--- src/rtl/usb_fs_phy_rx_if.sv ---
// rtl/usb_fs_phy_rx_if.sv - receive byte stream from the FS PHY front end to the SIE
interface usb_fs_phy_rx_if;
    logic       rx_active;
    logic       rx_valid;
    logic [7:0] rx_data;
    logic       rx_err;
    logic       eop;

    modport master (output rx_active, rx_valid, rx_data, rx_err, eop);
    modport slave  (input  rx_active, rx_valid, rx_data, rx_err, eop);
endinterface

--- src/rtl/usb_fs_phy_rx.sv ---
// rtl/usb_fs_phy_rx.sv - full-speed USB receive front end: sync, clock recovery, NRZI, unstuff, EOP
module usb_fs_phy_rx #(
    parameter int unsigned SYNC_MIN_TOGGLES  = 3,
    parameter int unsigned SYNC_TIMEOUT_BITS = 16,
    parameter int unsigned SAMPLE_PHASE      = 2
) (
    input  logic            clk,
    input  logic            rst,
    input  logic            dp_i,
    input  logic            dm_i,
    input  logic            rx_en,
    output logic [1:0]      line_state,
    usb_fs_phy_rx_if.master rx
);
    localparam logic [1:0] LS_J   = 2'b10;
    localparam logic [1:0] LS_K   = 2'b01;
    localparam logic [1:0] LS_SE0 = 2'b00;
    localparam logic [1:0] LS_SE1 = 2'b11;

    typedef enum logic [2:0] {
        ST_IDLE,
        ST_SYNC,
        ST_DATA,
        ST_EOP,
        ST_ERR_WAIT
    } state_t;

    logic       dp_m, dp_s, dm_m, dm_s;
    logic [1:0] line;
    logic [1:0] line_d;
    logic [1:0] phase_q;
    logic [1:0] cur_phase;
    logic       sample;

    state_t     state, state_n;
    logic [1:0] prev_lvl, prev_n;
    logic [3:0] tog_cnt, tog_n;
    logic [7:0] tmo_cnt, tmo_n;
    logic [2:0] bit_cnt, bit_n;
    logic [2:0] ones_cnt, ones_n;
    logic [7:0] shreg, sh_n;
    logic       err_pend, pend_n;
    logic       seen_se0, seen_n;
    logic [7:0] rx_data_q, data_n;
    logic       rx_valid_q, valid_n;
    logic       rx_err_q, err_n;
    logic       eop_q, eop_n;
    logic       is_jk;
    logic       dbit;

    // Two-flop synchronisers; reset to idle J so no false edge is seen after reset.
    always_ff @(posedge clk) begin
        if (rst) begin
            dp_m    <= 1'b1;
            dp_s    <= 1'b1;
            dm_m    <= 1'b0;
            dm_s    <= 1'b0;
            line_d  <= LS_J;
            phase_q <= 2'd0;
        end else begin
            dp_m    <= dp_i;
            dp_s    <= dp_m;
            dm_m    <= dm_i;
            dm_s    <= dm_m;
            line_d  <= line;
            phase_q <= cur_phase + 2'd1;
        end
    end

    assign line       = {dp_s, dm_s};
    assign line_state = line;
    // The edge cycle itself is phase 0, so the sample lands mid-bit even on short bits.
    assign cur_phase  = (line != line_d) ? 2'd0 : phase_q;
    assign sample     = (cur_phase == 2'(SAMPLE_PHASE));
    assign is_jk      = (line == LS_J) || (line == LS_K);
    assign dbit       = (line == prev_lvl);

    always_ff @(posedge clk) begin
        if (rst) begin
            state      <= ST_IDLE;
            prev_lvl   <= LS_J;
            tog_cnt    <= '0;
            tmo_cnt    <= '0;
            bit_cnt    <= '0;
            ones_cnt   <= '0;
            shreg      <= '0;
            err_pend   <= 1'b0;
            seen_se0   <= 1'b0;
            rx_data_q  <= '0;
            rx_valid_q <= 1'b0;
            rx_err_q   <= 1'b0;
            eop_q      <= 1'b0;
        end else begin
            state      <= state_n;
            prev_lvl   <= prev_n;
            tog_cnt    <= tog_n;
            tmo_cnt    <= tmo_n;
            bit_cnt    <= bit_n;
            ones_cnt   <= ones_n;
            shreg      <= sh_n;
            err_pend   <= pend_n;
            seen_se0   <= seen_n;
            rx_data_q  <= data_n;
            rx_valid_q <= valid_n;
            rx_err_q   <= err_n;
            eop_q      <= eop_n;
        end
    end

    always_comb begin
        state_n = state;
        prev_n  = prev_lvl;
        tog_n   = tog_cnt;
        tmo_n   = tmo_cnt;
        bit_n   = bit_cnt;
        ones_n  = ones_cnt;
        sh_n    = shreg;
        pend_n  = err_pend;
        seen_n  = seen_se0;
        data_n  = rx_data_q;
        valid_n = 1'b0;
        err_n   = 1'b0;
        eop_n   = 1'b0;

        if (sample) begin
            prev_n = line;
        end

        if (!rx_en) begin
            state_n = ST_IDLE;
        end else if (sample) begin
            unique case (state)
                ST_IDLE: begin
                    if (line == LS_K) begin
                        state_n = ST_SYNC;
                        tog_n   = '0;
                        tmo_n   = '0;
                    end
                end

                ST_SYNC: begin
                    tmo_n = tmo_cnt + 8'd1;
                    if ((line == LS_K) && dbit) begin
                        if (32'(tog_cnt) >= SYNC_MIN_TOGGLES) begin
                            state_n = ST_DATA;
                            bit_n   = '0;
                            ones_n  = '0;
                        end else begin
                            state_n = ST_IDLE;
                        end
                    end else if (!is_jk || dbit) begin
                        state_n = ST_IDLE;
                    end else begin
                        if (tog_cnt != 4'hF) begin
                            tog_n = tog_cnt + 4'd1;
                        end
                        if (32'(tmo_n) >= SYNC_TIMEOUT_BITS) begin
                            state_n = ST_IDLE;
                        end
                    end
                end

                ST_DATA: begin
                    if (line == LS_SE0) begin
                        state_n = ST_EOP;
                        pend_n  = (bit_cnt != 3'd0);
                        tmo_n   = 8'd1;
                    end else if (line == LS_SE1) begin
                        err_n   = 1'b1;
                        seen_n  = 1'b0;
                        state_n = ST_ERR_WAIT;
                    end else if (ones_cnt == 3'd6) begin
                        // Stuff bit slot: a 0 is discarded, a 1 is a stuffing violation.
                        if (dbit) begin
                            err_n   = 1'b1;
                            seen_n  = 1'b0;
                            state_n = ST_ERR_WAIT;
                        end else begin
                            ones_n = '0;
                        end
                    end else begin
                        sh_n   = {dbit, shreg[7:1]};
                        ones_n = dbit ? (ones_cnt + 3'd1) : 3'd0;
                        bit_n  = bit_cnt + 3'd1;
                        if (bit_cnt == 3'd7) begin
                            data_n  = sh_n;
                            valid_n = 1'b1;
                        end
                    end
                end

                ST_EOP: begin
                    if (line == LS_SE0) begin
                        tmo_n = tmo_cnt + 8'd1;
                        // Ninth SE0 bit: this is a bus reset, not a packet end.
                        if (tmo_cnt >= 8'd8) begin
                            eop_n   = 1'b1;
                            state_n = ST_IDLE;
                        end
                    end else begin
                        eop_n   = 1'b1;
                        err_n   = err_pend;
                        state_n = ST_IDLE;
                    end
                end

                ST_ERR_WAIT: begin
                    if (line == LS_SE0) begin
                        seen_n = 1'b1;
                    end else if (seen_se0 && (line == LS_J)) begin
                        eop_n   = 1'b1;
                        state_n = ST_IDLE;
                    end
                end

                default: state_n = ST_IDLE;
            endcase
        end
    end

    assign rx.rx_active = (state == ST_DATA) || (state == ST_EOP) || (state == ST_ERR_WAIT);
    assign rx.rx_valid  = rx_valid_q;
    assign rx.rx_data   = rx_data_q;
    assign rx.rx_err    = rx_err_q;
    assign rx.eop       = eop_q;
endmodule

--- src/flat_wrapper.sv ---
// flat-port wrapper written by rule: the top's interface ports become plain ports
module usb_fs_phy_rx_flat 
#(
    parameter int unsigned SYNC_MIN_TOGGLES  = 3,
    parameter int unsigned SYNC_TIMEOUT_BITS = 16,
    parameter int unsigned SAMPLE_PHASE      = 2
)
  (clk, rst, dp_i, dm_i, rx_en, line_state, rx_rx_active, rx_rx_valid, rx_rx_data, rx_rx_err, rx_eop);
  usb_fs_phy_rx_if rx_i ();
  input  logic clk;
  input  logic rst;
  input  logic dp_i;
  input  logic dm_i;
  input  logic rx_en;
  output logic [1:0] line_state;
  output wire logic [$bits(rx_i.rx_active)-1:0] rx_rx_active;
  output wire logic [$bits(rx_i.rx_valid)-1:0] rx_rx_valid;
  output wire logic [$bits(rx_i.rx_data)-1:0] rx_rx_data;
  output wire logic [$bits(rx_i.rx_err)-1:0] rx_rx_err;
  output wire logic [$bits(rx_i.eop)-1:0] rx_eop;
  assign rx_rx_active = rx_i.rx_active;
  assign rx_rx_valid = rx_i.rx_valid;
  assign rx_rx_data = rx_i.rx_data;
  assign rx_rx_err = rx_i.rx_err;
  assign rx_eop = rx_i.eop;
  usb_fs_phy_rx #(.SYNC_MIN_TOGGLES(SYNC_MIN_TOGGLES), .SYNC_TIMEOUT_BITS(SYNC_TIMEOUT_BITS), .SAMPLE_PHASE(SAMPLE_PHASE)) u_core (.clk(clk), .rst(rst), .dp_i(dp_i), .dm_i(dm_i), .rx_en(rx_en), .line_state(line_state), .rx(rx_i));
endmodule
--- config.mk ---
export PLATFORM = sky130hd
export DESIGN_NAME = usb_fs_phy_rx_flat
export DESIGN_NICKNAME = d
export VERILOG_FILES = /design/src/rtl/usb_fs_phy_rx_if.sv /design/src/rtl/usb_fs_phy_rx.sv /design/src/flat_wrapper.sv
export SDC_FILE = /design/constraint.sdc
export NUM_CORES = 1
export LEC_CHECK = 0
export CORE_ASPECT_RATIO = 1.1
export CORE_MARGIN = 2
export CORE_UTILIZATION = 52
export CTS_BUF_LIST = sky130_fd_sc_hd__clkbuf_8 sky130_fd_sc_hd__clkbuf_16
export DETAILED_ROUTE_END_ITERATION = 16
export HOLD_SLACK_MARGIN = 0.05
export PLACE_DENSITY = 0.75
export SLEW_MARGIN = 20
export SYNTH_ARGS = -nofsm -noshare
export SYNTH_HDL_FRONTEND = slang
export SYNTH_SLANG_ARGS = --single-unit
--- constraint.sdc ---
create_clock -name clk -period 2.4 [get_ports clk]
set_input_delay 0.24 -clock clk [delete_from_list [all_inputs] [get_ports clk]]
set_output_delay 0.24 -clock clk [all_outputs]
set_load 0.02 [all_outputs]
==> key figures <==
Outcome
  – Status: completed

Logic synthesis
  – Synthesized area per cell: 8.720 µm²
  – Ys flop type: dfxtp_1
  – Net count after synthesis: 309
  – Area contributors post-synth: dfxtp_1, mux2i_1, ha_1, nor2_1, a21oi_1
  – Cells after Synth: 291
  – Count of different cell masters after synthesis: 50
  – Post-synthesis sequential area ratio: 40.24%
  – Cell taking the most area after synthesis: dfxtp_1
  – Number of synthesized flops with an enable pin: 0
  – Post-synth ARST share: 0%
  – Cell area after synthesis: 2537 µm²
  – Yosys reg bits: 51
  – Warnings, synthesis: 0
  – Yosys top cell area share: 40.24%

Placement
  – Post-DP Area: 2780 µm²
  – Gp weighted congestion: 0.8591
  – IO buf count: 18
  – Hpwl dp: 3555 µm

Floorplan
  – IO Pins: 19
  – Core Area: 4684 µm²
  – Die H: 77.27 µm
  – Cell row count: 26
  – Die ar.: 5455 µm²
  – Initial core utilization: 54.17%
  – Die Wd: 70.61 µm

STA
  – Period Utilization, post-route: 95.04%
  – Headroom to the max-slew limit: 55.86%
  – Skew final: 6.297 ps
  – Final TNS setup: 0 ps
  – RSZ-0062 raised after global routing: false
  – Fin. max-slew vios: 0
  – Max Freq: 438.4 MHz
  – Fin crit period: 2281 ps
  – Hold Vio Cnt, Final: 0
  – # setup viols final: 0
  – Final hold slack: 414.9 ps
  – Slew @ Worst Pin: 660.4 ps

Power and ir drop
  – Power per standard cell area: 507.8 nW/µm²
  – Comb power frac: 5.7%
  – Psw: 0.0003705 W
  – Cell-internal power: 0.001105 W
  – Clock share of power: 36.1%
  – Sequential share of power: 58.2%
  – Total power: 0.001476 W
  – P_leak: 1.159 nW
  – Max VDD drop: 0.3295 mV
  – Switch share: 25.10%

Worst setup path
  – Critical Path AT: 2530 ps
  – Buf/Inv on CP: 2
  – Crit Path Class: flop to flop
  – CP required: 2650 ps
  – R2r setup slk: 120 ps
  – Critical path launch point type: flop
  – Delay of the slowest critical-path stage: 380 ps
  – CP max stage cell: or3_1
  – CP endpoint kind: flop
  – CP delay by family, top: simple AND/OR/NAND/NOR gates
  – CP cell instances: buf_4 -> inv_1 -> ha_2 -> or3b_1 -> a211oi_2 -> o221ai_2 -> or3_1 -> a21oi_1
  – CP Max Fanout: 7

Finish
  – Layout area overhead: 14.55%
  – Antenna diodes: 0
  – Storage cell area: 1021 µm²
  – Post-route cell area: 2907 µm²
  – # fillers: 435
  – Multi-input gate area: 1408 µm²
  – NumNets Final: 330
  – Share of post-route cells with drive strength above 1: 11.18%

Detailed routing
  – Antenna Violating Nets Remaining: 0
  – # DRC: 0
  – DR iter-0 viols: 109
  – 1st-pass router iterations: 4
  – Final wirelength: 5180 µm
  – Drt wl/cell: 14.04 µm
  – Via density: 5.496
  – Via count: 2,028

Clock tree
  – CTS tree: yes
  – Clk sinks: 51
  – Maximum clock path buffer count: 2
  – Clock Tree Root: clkbuf_8
  – Worst-Skew Late Latency: 320 ps
  – Clock-pin slew on the worst setup and hold paths: 100 ps
  – H-tree levels: 2
  – TritonCTS buffer count: 5

Global route
  – Initial antenna violation count: 0
  – All-Layer GR Usage: 19.43%
  – Largest net degree at the start of global routing: 48
  – Gr ovfl total: 0
  – Global-route wire length before repair: 8556 µm
  – Vias in the first global route: 1,912

Worst hold path
  – Hold Crit Class: flop to flop

Job
  – Max-cap violation count: 0
## layout make-up
cell class              count  share of cell area (%)
inverters                  11                   1.421
flip-flops and latches     51                   35.13
well taps                  56                   2.411
repair buffers             30                   9.298
clock inverters             3                  0.9471
clock buffers               5                   2.368
multi-input cells         213                   48.43
## flip-flops by register name, indices dropped and copies added (netlist names)
name / cells
u_core.rx.eop: 1
u_core.rx.rx_data: 8
u_core.ones_cnt: 3
u_core.dp_s: 1
u_core.seen_se0: 1
u_core.state: 3
u_core.rx.rx_valid: 1
u_core.phase_q: 2
u_core.dm_s: 1
u_core.dp_m: 1
u_core.bit_cnt: 3
u_core.prev_lvl: 2
u_core.dm_m: 1
u_core.tmo_cnt: 8
u_core.rx.rx_err: 1
u_core.line_d: 2
u_core.shreg: 7
u_core.tog_cnt: 4
u_core.err_pend: 1
## worst paths after layout
| kind | from | to | cells past startpoint |
|---|---|---|---|
| min reg2reg | u_core.dp_m$_SDFF_PP1_ | u_core.dp_s$_SDFF_PP1_ | 1 |
| min | u_core.dp_m$_SDFF_PP1_ | u_core.dp_s$_SDFF_PP1_ | 1 |
| max reg2reg | u_core.dp_s$_SDFF_PP1_ | u_core.ones_cnt[0]$_SDFFE_PP0P_ | 8 |
| max | u_core.dp_s$_SDFF_PP1_ | u_core.ones_cnt[0]$_SDFFE_PP0P_ | 8 |
## Yosys cell counts, types with 4 or more instances
master	count
o21ai_0	6
nand2b_1	5
or2_2	5
nor3_1	7
nor2_1	42
xor2_1	4
dfxtp_1	51
nand3b_1	4
or3_1	4
inv_1	11
nor2b_1	8
ha_1	13
a211oi_1	4
nand4_1	4
mux2i_1	20
clkbuf_1	7
buf_2	6
nand2_1	24
a21oi_1	18
nand3_1	7
## logic make-up after synthesis
kind of cell,after synthesis,share of synthesized area (%)
and+or+nand+nor,124,24.70
DFF,51,40.24
AOI/OAI and AO/OA,49,13.46
buffers and inverters,27,4.882
muxes,20,7.889
adders and majority gates,13,6.410
xor gates and xnor gates,7,2.416
## metal layers
layer,vias up,part of all wire (%),global-route usage (%),wire (µm)
li1,1045,-,-,-
met1,939,47,23.44,2426
met2,38,48,33.21,2476
met3,6,4.1,4.862,210
met4,0,1.3,7.170,67
met5,-,0,0,0
## placed cells by master (no fill, tap or decap), types with 2 or more instances in the layout
master / n
a21o_1: 2
nor3_1: 7
o31a_1: 2
dfxtp_1: 51
a21oi_1: 17
a211oi_1: 4
o21ai_0: 6
xor2_1: 4
a31oi_1: 2
inv_1: 11
nand2b_1: 5
o41ai_1: 2
nor2_1: 42
nand3_1: 6
buf_4: 12
clkbuf_8: 5
a211o_1: 2
nand2_1: 24
mux2i_1: 20
xnor2_1: 3
nor2b_1: 8
ha_1: 12
or3_1: 4
clkdlybuf4s50_1: 18
nand3b_1: 4
or2_2: 5
and2_1: 2
nand4_1: 4
and3_1: 3
## metrics by stage
stage,worst slack [ps],std cells,utilization [%]
after floorplan,123.9,291,-
after global placement,77.26,359,59.35
after detailed placement,69.31,359,59.35
after CTS,35.17,367,61.40
after global routing,2.768,369,62.05
final,119.1,369,62.05
## timing repair
item	4_1_cts	5_1_grt
buffers inserted	0	2
hold buffers	0	0
resized for setup	0	4
setup endpoints to repair	0	19
## power groups by stage
stage,Clock (W),Sequential [W],Combinational (W)
6_report,0.000532,0.000859,0.0000849
2_1_floorplan,0,0.000879,0.0000562
5_1_grt,0.000573,0.000860,0.0000939
3_5_place_dp,0,0.000879,0.0000826
4_1_cts,0.000544,0.000859,0.0000831
3_3_place_gp,0,0.000878,0.0000823
No activity file was read; power rests on OpenSTA's default activity.
